### src/rtl/axis_traffic_gen_pkg.sv
// Shared definitions for the AXI-Stream traffic generator: default widths,
// the AXI-Lite register map, CONTROL command codes, FSM states and the beat
// pattern helper.
package axis_traffic_gen_pkg;

    // Default stream beat width and control word width, both in bytes
    localparam int DATA_WIDTH       = 8;
    localparam int STORE_DATA_WIDTH = 4;

    // Register byte offsets
    localparam logic [15:0] REG_CONTROL  = 16'h0010;
    localparam logic [15:0] REG_BEATS_LO = 16'h0014;
    localparam logic [15:0] REG_BEATS_HI = 16'h0018;
    localparam logic [15:0] REG_GAP      = 16'h001C;
    localparam logic [15:0] REG_MODE     = 16'h0020;
    localparam logic [15:0] REG_SEED     = 16'h0024;
    localparam logic [15:0] REG_SENT_LO  = 16'h0028;
    localparam logic [15:0] REG_SENT_HI  = 16'h002C;
    localparam logic [15:0] REG_STATUS   = 16'h0030;

    // CONTROL command codes
    localparam logic [31:0] CTRL_STOP  = 32'd0;
    localparam logic [31:0] CTRL_START = 32'd1;
    localparam logic [31:0] CTRL_CLEAR = 32'd2;

    localparam logic [31:0] UNMAPPED_RDATA = 32'h1234_dead;

    typedef enum logic [1:0] {
        ST_IDLE = 2'd0,
        ST_SEND = 2'd1,
        ST_GAP  = 2'd2,
        ST_DONE = 2'd3
    } gen_state_e;

    // One 32-bit lane of a beat: constant seed, or seed plus the beat index
    function automatic logic [31:0] lane_value(input logic [31:0] seed,
                                               input logic        mode,
                                               input logic [31:0] idx);
        return mode ? seed : seed + idx;
    endfunction

endpackage

### src/rtl/axis_traffic_gen_if.sv
// Bus bundles for the traffic generator: the AXI-Lite control slave port and
// the generated AXI-Stream output.

interface axil_ctrl_if;
    logic        awvalid;
    logic        awready;
    logic [15:0] awaddr;
    logic        wvalid;
    logic        wready;
    logic [31:0] wdata;
    logic [3:0]  wstrb;
    logic        bvalid;
    logic        bready;
    logic [1:0]  bresp;
    logic        arvalid;
    logic        arready;
    logic [15:0] araddr;
    logic        rvalid;
    logic        rready;
    logic [31:0] rdata;
    logic [1:0]  rresp;

    modport slave (
        input  awvalid, awaddr, wvalid, wdata, wstrb, bready, arvalid, araddr, rready,
        output awready, wready, bvalid, bresp, arready, rvalid, rdata, rresp
    );

    modport master (
        output awvalid, awaddr, wvalid, wdata, wstrb, bready, arvalid, araddr, rready,
        input  awready, wready, bvalid, bresp, arready, rvalid, rdata, rresp
    );
endinterface

interface axis_stream_if
    import axis_traffic_gen_pkg::*;
#(
    parameter int DATA_BYTES = DATA_WIDTH
);
    logic [DATA_BYTES*8-1:0] tdata;
    logic                    tvalid;
    logic                    tready;

    modport master (output tdata, tvalid, input tready);
    modport slave  (input tdata, tvalid, output tready);
endinterface

### src/rtl/axis_traffic_gen_regs.sv
// AXI-Lite register file for the traffic generator. Holds the configuration
// registers, emits a one-cycle clear pulse when CONTROL is written with the
// clear code, and returns the live SENT counter and STATUS on reads.
module axis_gen_regs
    import axis_traffic_gen_pkg::*;
(
    input  logic         ap_clk,
    input  logic         ap_rst_n,
    axil_ctrl_if.slave   s_axi_control,
    input  logic [63:0]  sent_i,
    input  logic         busy_i,
    input  logic         done_i,
    output logic [31:0]  control_o,
    output logic [63:0]  beats_o,
    output logic [15:0]  gap_o,
    output logic         mode_o,
    output logic [31:0]  seed_o,
    output logic         clear_o
);

    logic [15:0] awaddr_q,  awaddr_d;
    logic [31:0] control_q, control_d;
    logic [63:0] beats_q,   beats_d;
    logic [15:0] gap_q,     gap_d;
    logic        mode_q,    mode_d;
    logic [31:0] seed_q,    seed_d;
    logic        clear_q,   clear_d;
    logic        bvalid_q,  bvalid_d;
    logic        rvalid_q,  rvalid_d;
    logic [31:0] rdata_q,   rdata_d;
    logic [31:0] rd_val;
    logic [15:0] waddr;
    logic        unused_wstrb;

    // Byte enables are not honoured; every write replaces the full word
    assign unused_wstrb = ^s_axi_control.wstrb;

    // A W beat uses the address presented alongside it, else the last latched one
    assign waddr = s_axi_control.awvalid ? s_axi_control.awaddr : awaddr_q;

    assign s_axi_control.awready = 1'b1;
    assign s_axi_control.wready  = 1'b1;
    assign s_axi_control.bvalid  = bvalid_q;
    assign s_axi_control.bresp   = 2'b00;
    assign s_axi_control.arready = !rvalid_q;
    assign s_axi_control.rvalid  = rvalid_q;
    assign s_axi_control.rdata   = rdata_q;
    assign s_axi_control.rresp   = 2'b00;

    assign control_o = control_q;
    assign beats_o   = beats_q;
    assign gap_o     = gap_q;
    assign mode_o    = mode_q;
    assign seed_o    = seed_q;
    assign clear_o   = clear_q;

    // Write channel: address latch, register updates and write response
    always_comb begin
        awaddr_d  = s_axi_control.awvalid ? s_axi_control.awaddr : awaddr_q;
        control_d = control_q;
        beats_d   = beats_q;
        gap_d     = gap_q;
        mode_d    = mode_q;
        seed_d    = seed_q;
        clear_d   = 1'b0;
        bvalid_d  = bvalid_q && !s_axi_control.bready;
        if (s_axi_control.wvalid) begin
            bvalid_d = 1'b1;
            case (waddr)
                REG_CONTROL: begin
                    control_d = s_axi_control.wdata;
                    clear_d   = (s_axi_control.wdata == CTRL_CLEAR);
                end
                REG_BEATS_LO: beats_d[31:0]  = s_axi_control.wdata;
                REG_BEATS_HI: beats_d[63:32] = s_axi_control.wdata;
                REG_GAP:      gap_d          = s_axi_control.wdata[15:0];
                REG_MODE:     mode_d         = s_axi_control.wdata[0];
                REG_SEED:     seed_d         = s_axi_control.wdata;
                default:      ;
            endcase
        end
    end

    // Read channel: address decode into a registered response
    always_comb begin
        rd_val = UNMAPPED_RDATA;
        case (s_axi_control.araddr)
            REG_CONTROL:  rd_val = control_q;
            REG_BEATS_LO: rd_val = beats_q[31:0];
            REG_BEATS_HI: rd_val = beats_q[63:32];
            REG_GAP:      rd_val = {16'h0000, gap_q};
            REG_MODE:     rd_val = {31'd0, mode_q};
            REG_SEED:     rd_val = seed_q;
            REG_SENT_LO:  rd_val = sent_i[31:0];
            REG_SENT_HI:  rd_val = sent_i[63:32];
            REG_STATUS:   rd_val = {30'd0, done_i, busy_i};
            default:      ;
        endcase
        rvalid_d = rvalid_q && !s_axi_control.rready;
        rdata_d  = rdata_q;
        if (s_axi_control.arvalid && !rvalid_q) begin
            rvalid_d = 1'b1;
            rdata_d  = rd_val;
        end
    end

    // Register state with asynchronous clear
    always_ff @(posedge ap_clk or negedge ap_rst_n) begin
        if (!ap_rst_n) begin
            awaddr_q  <= '0;
            control_q <= '0;
            beats_q   <= '0;
            gap_q     <= '0;
            mode_q    <= 1'b0;
            seed_q    <= '0;
            clear_q   <= 1'b0;
            bvalid_q  <= 1'b0;
            rvalid_q  <= 1'b0;
            rdata_q   <= '0;
        end else begin
            awaddr_q  <= awaddr_d;
            control_q <= control_d;
            beats_q   <= beats_d;
            gap_q     <= gap_d;
            mode_q    <= mode_d;
            seed_q    <= seed_d;
            clear_q   <= clear_d;
            bvalid_q  <= bvalid_d;
            rvalid_q  <= rvalid_d;
            rdata_q   <= rdata_d;
        end
    end

endmodule

### src/rtl/axis_traffic_gen.sv
// AXI-Stream traffic generator. An AXI-Lite register file configures beat
// count, inter-beat gap, pattern mode and seed; the FSM here emits beats whose
// 32-bit lanes carry either the seed or seed + beat index.
module axis_traffic_gen
    import axis_traffic_gen_pkg::*;
#(
    parameter int DATA_BYTES = DATA_WIDTH,
    parameter int CTRL_BYTES = STORE_DATA_WIDTH
)(
    input  logic           ap_clk,
    input  logic           ap_rst_n,
    axil_ctrl_if.slave     s_axi_control,
    axis_stream_if.master  outstream
);

    localparam int LANE_W = CTRL_BYTES * 8;
    localparam int LANES  = DATA_BYTES / CTRL_BYTES;

    gen_state_e              state_q, state_d;
    logic [63:0]             sent_q, sent_d;
    logic [63:0]             index_q, index_d;
    logic [15:0]             gap_cnt_q, gap_cnt_d;
    logic                    clear_pend_q, clear_pend_d;
    logic [DATA_BYTES*8-1:0] tdata_q, tdata_d;
    logic                    load;

    logic [31:0] control;
    logic [63:0] beats;
    logic [15:0] gap;
    logic        mode;
    logic [31:0] seed;
    logic        clear;
    logic        hs;
    logic        start_ok;

    axis_gen_regs u_regs (
        .ap_clk        (ap_clk),
        .ap_rst_n      (ap_rst_n),
        .s_axi_control (s_axi_control),
        .sent_i        (sent_q),
        .busy_i        ((state_q == ST_SEND) || (state_q == ST_GAP)),
        .done_i        (state_q == ST_DONE),
        .control_o     (control),
        .beats_o       (beats),
        .gap_o         (gap),
        .mode_o        (mode),
        .seed_o        (seed),
        .clear_o       (clear)
    );

    assign outstream.tvalid = (state_q == ST_SEND);
    assign outstream.tdata  = tdata_q;

    assign hs       = (state_q == ST_SEND) && outstream.tready;
    assign start_ok = (control == CTRL_START) && ((beats == '0) || (sent_q < beats));

    // Next-state logic; a clear seen while a beat is pending waits for its handshake
    always_comb begin
        state_d      = state_q;
        sent_d       = sent_q;
        index_d      = index_q;
        gap_cnt_d    = gap_cnt_q;
        clear_pend_d = clear_pend_q;
        load         = 1'b0;
        case (state_q)
            ST_IDLE: begin
                if (clear) begin
                    sent_d  = '0;
                    index_d = '0;
                end
                if (start_ok) begin
                    state_d = ST_SEND;
                    load    = 1'b1;
                end
            end
            ST_SEND: begin
                if (clear) begin
                    clear_pend_d = 1'b1;
                end
                if (hs) begin
                    sent_d       = sent_q + 64'd1;
                    index_d      = index_q + 64'd1;
                    clear_pend_d = 1'b0;
                    if (clear || clear_pend_q) begin
                        sent_d  = '0;
                        index_d = '0;
                        state_d = ST_IDLE;
                    end else if ((beats != '0) && (sent_d == beats)) begin
                        state_d = ST_DONE;
                    end else if (control != CTRL_START) begin
                        state_d = ST_IDLE;
                    end else if (gap != '0) begin
                        state_d   = ST_GAP;
                        gap_cnt_d = gap - 16'd1;
                    end else begin
                        load = 1'b1;
                    end
                end
            end
            ST_GAP: begin
                if (clear) begin
                    sent_d  = '0;
                    index_d = '0;
                end
                if (gap_cnt_q == '0) begin
                    if (control == CTRL_START) begin
                        state_d = ST_SEND;
                        load    = 1'b1;
                    end else begin
                        state_d = ST_IDLE;
                    end
                end else begin
                    gap_cnt_d = gap_cnt_q - 16'd1;
                end
            end
            ST_DONE: begin
                if (clear) begin
                    sent_d  = '0;
                    index_d = '0;
                    state_d = ST_IDLE;
                end
            end
            default: state_d = ST_IDLE;
        endcase
    end

    // Beat data is captured only when a new beat is launched, so it stays stable while stalled
    always_comb begin
        tdata_d = tdata_q;
        if (load) begin
            for (int l = 0; l < LANES; l++) begin
                tdata_d[l*LANE_W +: LANE_W] = lane_value(seed, mode, index_d[31:0]);
            end
        end
    end

    // FSM and datapath registers with asynchronous clear
    always_ff @(posedge ap_clk or negedge ap_rst_n) begin
        if (!ap_rst_n) begin
            state_q      <= ST_IDLE;
            sent_q       <= '0;
            index_q      <= '0;
            gap_cnt_q    <= '0;
            clear_pend_q <= 1'b0;
            tdata_q      <= '0;
        end else begin
            state_q      <= state_d;
            sent_q       <= sent_d;
            index_q      <= index_d;
            gap_cnt_q    <= gap_cnt_d;
            clear_pend_q <= clear_pend_d;
            tdata_q      <= tdata_d;
        end
    end

endmodule

### src/flat_wrapper.sv
// flat-port wrapper written by rule: the top's interface ports become plain ports
module axis_traffic_gen_flat import axis_traffic_gen_pkg::*;
#(
    parameter int DATA_BYTES = DATA_WIDTH,
    parameter int CTRL_BYTES = STORE_DATA_WIDTH
)
  (ap_clk, ap_rst_n, s_axi_control_awvalid, s_axi_control_awaddr, s_axi_control_wvalid, s_axi_control_wdata, s_axi_control_wstrb, s_axi_control_bready, s_axi_control_arvalid, s_axi_control_araddr, s_axi_control_rready, s_axi_control_awready, s_axi_control_wready, s_axi_control_bvalid, s_axi_control_bresp, s_axi_control_arready, s_axi_control_rvalid, s_axi_control_rdata, s_axi_control_rresp, outstream_tdata, outstream_tvalid, outstream_tready);
  axil_ctrl_if s_axi_control_i ();
  axis_stream_if #(.DATA_BYTES(DATA_BYTES)) outstream_i ();
  input  logic ap_clk;
  input  logic ap_rst_n;
  input wire logic [$bits(s_axi_control_i.awvalid)-1:0] s_axi_control_awvalid;
  input wire logic [$bits(s_axi_control_i.awaddr)-1:0] s_axi_control_awaddr;
  input wire logic [$bits(s_axi_control_i.wvalid)-1:0] s_axi_control_wvalid;
  input wire logic [$bits(s_axi_control_i.wdata)-1:0] s_axi_control_wdata;
  input wire logic [$bits(s_axi_control_i.wstrb)-1:0] s_axi_control_wstrb;
  input wire logic [$bits(s_axi_control_i.bready)-1:0] s_axi_control_bready;
  input wire logic [$bits(s_axi_control_i.arvalid)-1:0] s_axi_control_arvalid;
  input wire logic [$bits(s_axi_control_i.araddr)-1:0] s_axi_control_araddr;
  input wire logic [$bits(s_axi_control_i.rready)-1:0] s_axi_control_rready;
  output wire logic [$bits(s_axi_control_i.awready)-1:0] s_axi_control_awready;
  output wire logic [$bits(s_axi_control_i.wready)-1:0] s_axi_control_wready;
  output wire logic [$bits(s_axi_control_i.bvalid)-1:0] s_axi_control_bvalid;
  output wire logic [$bits(s_axi_control_i.bresp)-1:0] s_axi_control_bresp;
  output wire logic [$bits(s_axi_control_i.arready)-1:0] s_axi_control_arready;
  output wire logic [$bits(s_axi_control_i.rvalid)-1:0] s_axi_control_rvalid;
  output wire logic [$bits(s_axi_control_i.rdata)-1:0] s_axi_control_rdata;
  output wire logic [$bits(s_axi_control_i.rresp)-1:0] s_axi_control_rresp;
  output wire logic [$bits(outstream_i.tdata)-1:0] outstream_tdata;
  output wire logic [$bits(outstream_i.tvalid)-1:0] outstream_tvalid;
  input wire logic [$bits(outstream_i.tready)-1:0] outstream_tready;
  assign s_axi_control_i.awvalid = s_axi_control_awvalid;
  assign s_axi_control_i.awaddr = s_axi_control_awaddr;
  assign s_axi_control_i.wvalid = s_axi_control_wvalid;
  assign s_axi_control_i.wdata = s_axi_control_wdata;
  assign s_axi_control_i.wstrb = s_axi_control_wstrb;
  assign s_axi_control_i.bready = s_axi_control_bready;
  assign s_axi_control_i.arvalid = s_axi_control_arvalid;
  assign s_axi_control_i.araddr = s_axi_control_araddr;
  assign s_axi_control_i.rready = s_axi_control_rready;
  assign s_axi_control_awready = s_axi_control_i.awready;
  assign s_axi_control_wready = s_axi_control_i.wready;
  assign s_axi_control_bvalid = s_axi_control_i.bvalid;
  assign s_axi_control_bresp = s_axi_control_i.bresp;
  assign s_axi_control_arready = s_axi_control_i.arready;
  assign s_axi_control_rvalid = s_axi_control_i.rvalid;
  assign s_axi_control_rdata = s_axi_control_i.rdata;
  assign s_axi_control_rresp = s_axi_control_i.rresp;
  assign outstream_tdata = outstream_i.tdata;
  assign outstream_tvalid = outstream_i.tvalid;
  assign outstream_i.tready = outstream_tready;
  axis_traffic_gen #(.DATA_BYTES(DATA_BYTES), .CTRL_BYTES(CTRL_BYTES)) u_core (.ap_clk(ap_clk), .ap_rst_n(ap_rst_n), .s_axi_control(s_axi_control_i), .outstream(outstream_i));
endmodule
### config.mk
export PLATFORM = sky130hd
export DESIGN_NAME = axis_traffic_gen_flat
export DESIGN_NICKNAME = d
export VERILOG_FILES = /design/src/rtl/axis_traffic_gen_pkg.sv /design/src/rtl/axis_traffic_gen_if.sv /design/src/rtl/axis_traffic_gen_regs.sv /design/src/rtl/axis_traffic_gen.sv /design/src/flat_wrapper.sv
export SDC_FILE = /design/constraint.sdc
export NUM_CORES = 1
export LEC_CHECK = 0
export CORE_UTILIZATION = 60
export DETAILED_ROUTE_END_ITERATION = 7
export PLACE_DENSITY_LB_ADDON = 0.2
export RECOVER_POWER = 100
export SLEW_MARGIN = 20
export SYNTH_ARGS = -nofsm -noshare
export SYNTH_HDL_FRONTEND = slang
export SYNTH_HIERARCHICAL = 1
export SYNTH_SLANG_ARGS = --single-unit
### constraint.sdc
create_clock -name ap_clk -period 7.09 [get_ports ap_clk]
set_clock_uncertainty 0.15 [all_clocks]
set_input_delay 1.418 -clock ap_clk [delete_from_list [all_inputs] [get_ports ap_clk]]
set_output_delay 1.418 -clock ap_clk [all_outputs]
set_load 0.01 [all_outputs]
==> results.md, run 1 <==
- # fillers: 3,066
- CTS clk-pin slew, worst paths: 0.06 ns
- Slew Limit Fails: ~350
- Via count: between 20,000 and 25,000
- Layout cells sized above 1: a little under an eighth
- Hold Violations, Final: 0
- Max Cap Viol: 7
- WP data required: around 7.4 ns
- Arr. time, crit path: 6.76 ns
- Failing checks: design-rule violations, max-capacitance violations, max-slew violations
- Final WL: just under 80 mm
- Root Driver: clkbuf_16
- Yosys cell types: 90
- Top Ports: about 180
- Rows: 71
- Dpl hpwl: roughly 57 mm
- Max_slew headroom: -221%
- EDFF count, synth: 0
- Hold path start: u_core/u_regs/s_axi_control.bvalid$_DFF_PN0_
- Synthesized flop and latch total: approximately 340
- Post-CTS setup buffers: 0
- Die Footprint: ~40,000 um^2
- Antenna-violating nets left: 0
- Setup Crit Path Kind: in -> reg
- Final Critical Period: 6.46 ns
- CTS buffer count: 41
- Post-CTS sizing: 0
- Synthesized area: between 20,000 and 25,000 um^2
- Max VDD drop: roughly 0.21 mV
- I/O Buffers: 171
- Worst slew pin tran: 4.81 ns
- Lkg Pwr: approximately 11 nW
- Nets: ~2,700
- Sequential fraction of the synthesis area: between 30% and 40%
- Drt initial violations: around 2,500
- Initial antenna violation count: 0
- Area grow syn2layout: 12.9%
- Die span in y: ~200 um
- Worst reg2reg startpoint: u_core/state_q[1]$_DFFE_PN0P_
- H-tree Lvls: 2
- Hold Buf Count CTS: 0
- Ys async rst share: 100%
- Via density: just under 7
- First-pass GRT wire length: 119 mm
- Top_reg_cell synth: dfrtp_1
- Clock sink total: 343
- Yosys Warn Count: 6
- Critical path startpoint category: input port
- Crit share post-route: ~90%
- Starting density of the core: between 60% and 70%
- Final total power: 5.20 mW
- ANT cells: 0
- Power per cell area: roughly 200 nW/um^2
- CP max FO: 7
- Grt ovf: 0
- Largest net degree at the start of global routing: around 160
- Worst Hold Class: reg -> reg
- Clk buf depth: 3
- Gate Count Post-Synth: between 2,000 and 2,500
- Worst Setup End Kind: flip-flop
- Setup TNS: 0 ns
- Status: complete, but fails checks
- Post-synthesis average cell area: 9.33 um^2
- RSZ-0062 raised after global routing: false
- Vias in the first global route: slightly above 20,000
- Core box area: 37,800 um^2
- Die width: 198 um
- Clock Latency Late Sink: 0.59 ns
- Remaining DRCs: 16
- Layout Cells excl Fill: approximately 3,100
- Final setup violation count: 0
- All-Layer GR Usage: between 40% and 50%
- DR pass1 iterations: 8
- Routed len/inst: roughly 25 um
- Critical path origin: outstream_tready
- FMAX: roughly 150 MHz
- Gpl congestion: roughly 0.97
- CTS tree: yes
- # placed instances: 3,021
==> Yosys cell counts, types with 11 or more instances <==
cell type	number	share of area, %
a21o_1	32	1.0
a21oi_1	97	2.1
a222oi_1	30	1.3
a22oi_1	38	1.2
a31oi_1	36	0.98
and2_1	18	0.49
and3_1	44	1.2
and4_1	11	0.42
buf_1	20	0.33
buf_2	18	0.39
buf_4	43	1.4
clkbuf_1	85	1.4
dfrtp_1	343	37
ha_1	102	5.5
inv_1	105	1.7
mux2_2	167	8.2
mux2_4	29	1.9
mux2i_1	15	0.65
nand2_1	207	3.4
nand2b_1	13	0.35
nand3_1	74	1.6
nand4_1	72	2.0
nor2_1	132	2.1
nor2b_1	21	0.57
nor3_1	67	1.5
nor4_1	68	1.8
o211ai_1	11	0.36
o21ai_0	186	4.0
o31ai_1	37	1.2
o41ai_1	12	0.46
or2_2	12	0.33
or3_1	12	0.33
xnor2_1	81	3.1
xor2_1	58	2.2
==> power breakdown <==
group / switching, mW / internal [mW]
clock: 0.901 / 1.37
sequential: 0.0763 / 2.01
combinational: 0.549 / 0.288
total: 1.53 / 3.67
==> path summary, 6_finish.rpt <==
check | endpoint | slack [ns] | cells past startpoint
setup / recovery | u_core/outstream.tdata[62]$_DFFE_PN0P_ | 0.63 | 23
hold / removal | u_core/u_regs/s_axi_control.bvalid$_DFF_PN0_ | 0.35 | 1
setup reg to reg | u_core/outstream.tdata[31]$_DFFE_PN0P_ | 0.95 | 19
hold reg to reg | u_core/u_regs/s_axi_control.bvalid$_DFF_PN0_ | 0.35 | 1
max in group asynchronous | u_core/u_regs/mode_o$_DFFE_PN0P_ | 1.37 | 2
min in group asynchronous | u_core/outstream.tdata[59]$_DFFE_PN0P_ | 2.64 | 1
==> layout by cell type, fill, tap and decap left out, types with 13 or more instances in the layout <==
master,n
dfrtp_1,342
mux2_2,166
a222oi_1,30
and3_1,44
a22oi_1,38
o21ai_0,186
buf_4,22
nor3_1,67
ha_1,101
a221oi_1,19
clkbuf_1,16
and2_1,13
a31oi_1,36
nand4_1,72
a21o_1,32
inv_1,105
nor2_1,132
mux2i_1,15
a21oi_1,97
nor4_1,65
dlygate4sd3_1,105
clkdlybuf4s50_1,65
clkbuf_16,42
nand2_1,206
xnor2_1,81
nor2b_1,20
o31ai_1,37
nand3_1,74
xor2_1,58
mux2_1,27
nand2b_1,13
==> flip-flops by register name, indices dropped and copies added (netlist names) <==
name	flops
u_core/u_regs/awaddr_q	16
u_core/u_regs/s_axi_control.rdata	32
u_core/u_regs/s_axi_control.bvalid	1
u_core/u_regs/clear_o	1
u_core/gap_cnt_q	16
u_core/state_q	2
u_core/u_regs/seed_o	32
u_core/u_regs/gap_o	16
u_core/u_regs/mode_o	1
u_core/sent_q	64
u_core/outstream.tdata	32
u_core/u_regs/s_axi_control.rvalid	1
u_core/u_regs/beats_o	64
u_core/clear_pend_q	1
u_core/index_q	32
u_core/u_regs/control_o	32
==> worst max-delay path: stages <==
cell           delay [ns]
dlygate4sd3_1        0.63
nand3_1              0.21
nor4_1               0.30
clkbuf_1             0.30
nand4_1              0.23
nor4b_1              0.44
clkbuf_1             0.30
nor2_1               0.06
o21ai_0              0.13
o21ai_0              0.16
ha_1                 0.37
a21o_1               0.19
a21o_1               0.16
a21oi_1              0.14
o21ai_0              0.16
or3_1                0.34
nor3_1               0.15
buf_4                0.17
nor4_1               0.07
o31ai_1              0.29
and3_1               0.19
o31ai_1              0.07
mux2_4               0.27
==> kinds of logic after synthesis <==
family,Yosys count,share of synthesized area [%]
AOI/OAI and AO/OA,580,16.8
muxes,211,10.7
DFF,343,37.2
adders and majority gates,103,5.62
buffers and inverters,281,5.70
and+or+nand+nor,813,18.6
other,2,0.0326
xor gates and xnor gates,140,5.38
==> final cells by class <==
class,count,area (um^2),area share [%]
Tap cell,511,639,2.45
Timing Repair Buffer,209,1950,7.50
Clock buffer,50,1140,4.38
Inverter,105,394,1.51
Clock inverter,21,298,1.14
Sequential cell,343,8580,33.0
Multi-Input combinational cell,1853,13000,50.0
==> stage by stage <==
stage	setup WS (ns)	area (um^2)	utilization, %	hold slack (ns)
2_1_floorplan	1.23	23100	-	0.313
3_3_place_gp	0.490	24900	65.8	0.311
3_5_place_dp	0.433	24900	65.9	0.334
4_1_cts	0.993	26300	69.7	0.350
5_1_grt	0.326	26000	69.0	0.359
6_report	0.633	26000	69.0	0.347
==> metal layers <==
layer	wire length [um]	GRT usage [%]	share of wire (%)
met5	0	0	0
met4	3630	19.7	4.6
met3	8360	7.73	11
met2	36100	63.0	46
met1	30300	53.3	39
Power figures use the tool's default switching activity.
==> run 2, diff against run 1 <==
--- a/config.mk
+++ b/config.mk
@@ -5,7 +5,9 @@
 export SDC_FILE = /design/constraint.sdc
 export NUM_CORES = 1
 export LEC_CHECK = 0
+export ABC_CLOCK_PERIOD_IN_PS = 7090
 export CORE_UTILIZATION = 60
+export CTS_CLUSTER_DIAMETER = 100
 export DETAILED_ROUTE_END_ITERATION = 7
 export PLACE_DENSITY_LB_ADDON = 0.2
 export RECOVER_POWER = 100
==> results of run 2 <==
No change in the layout: final DEF, timing and power equal those of run 1.
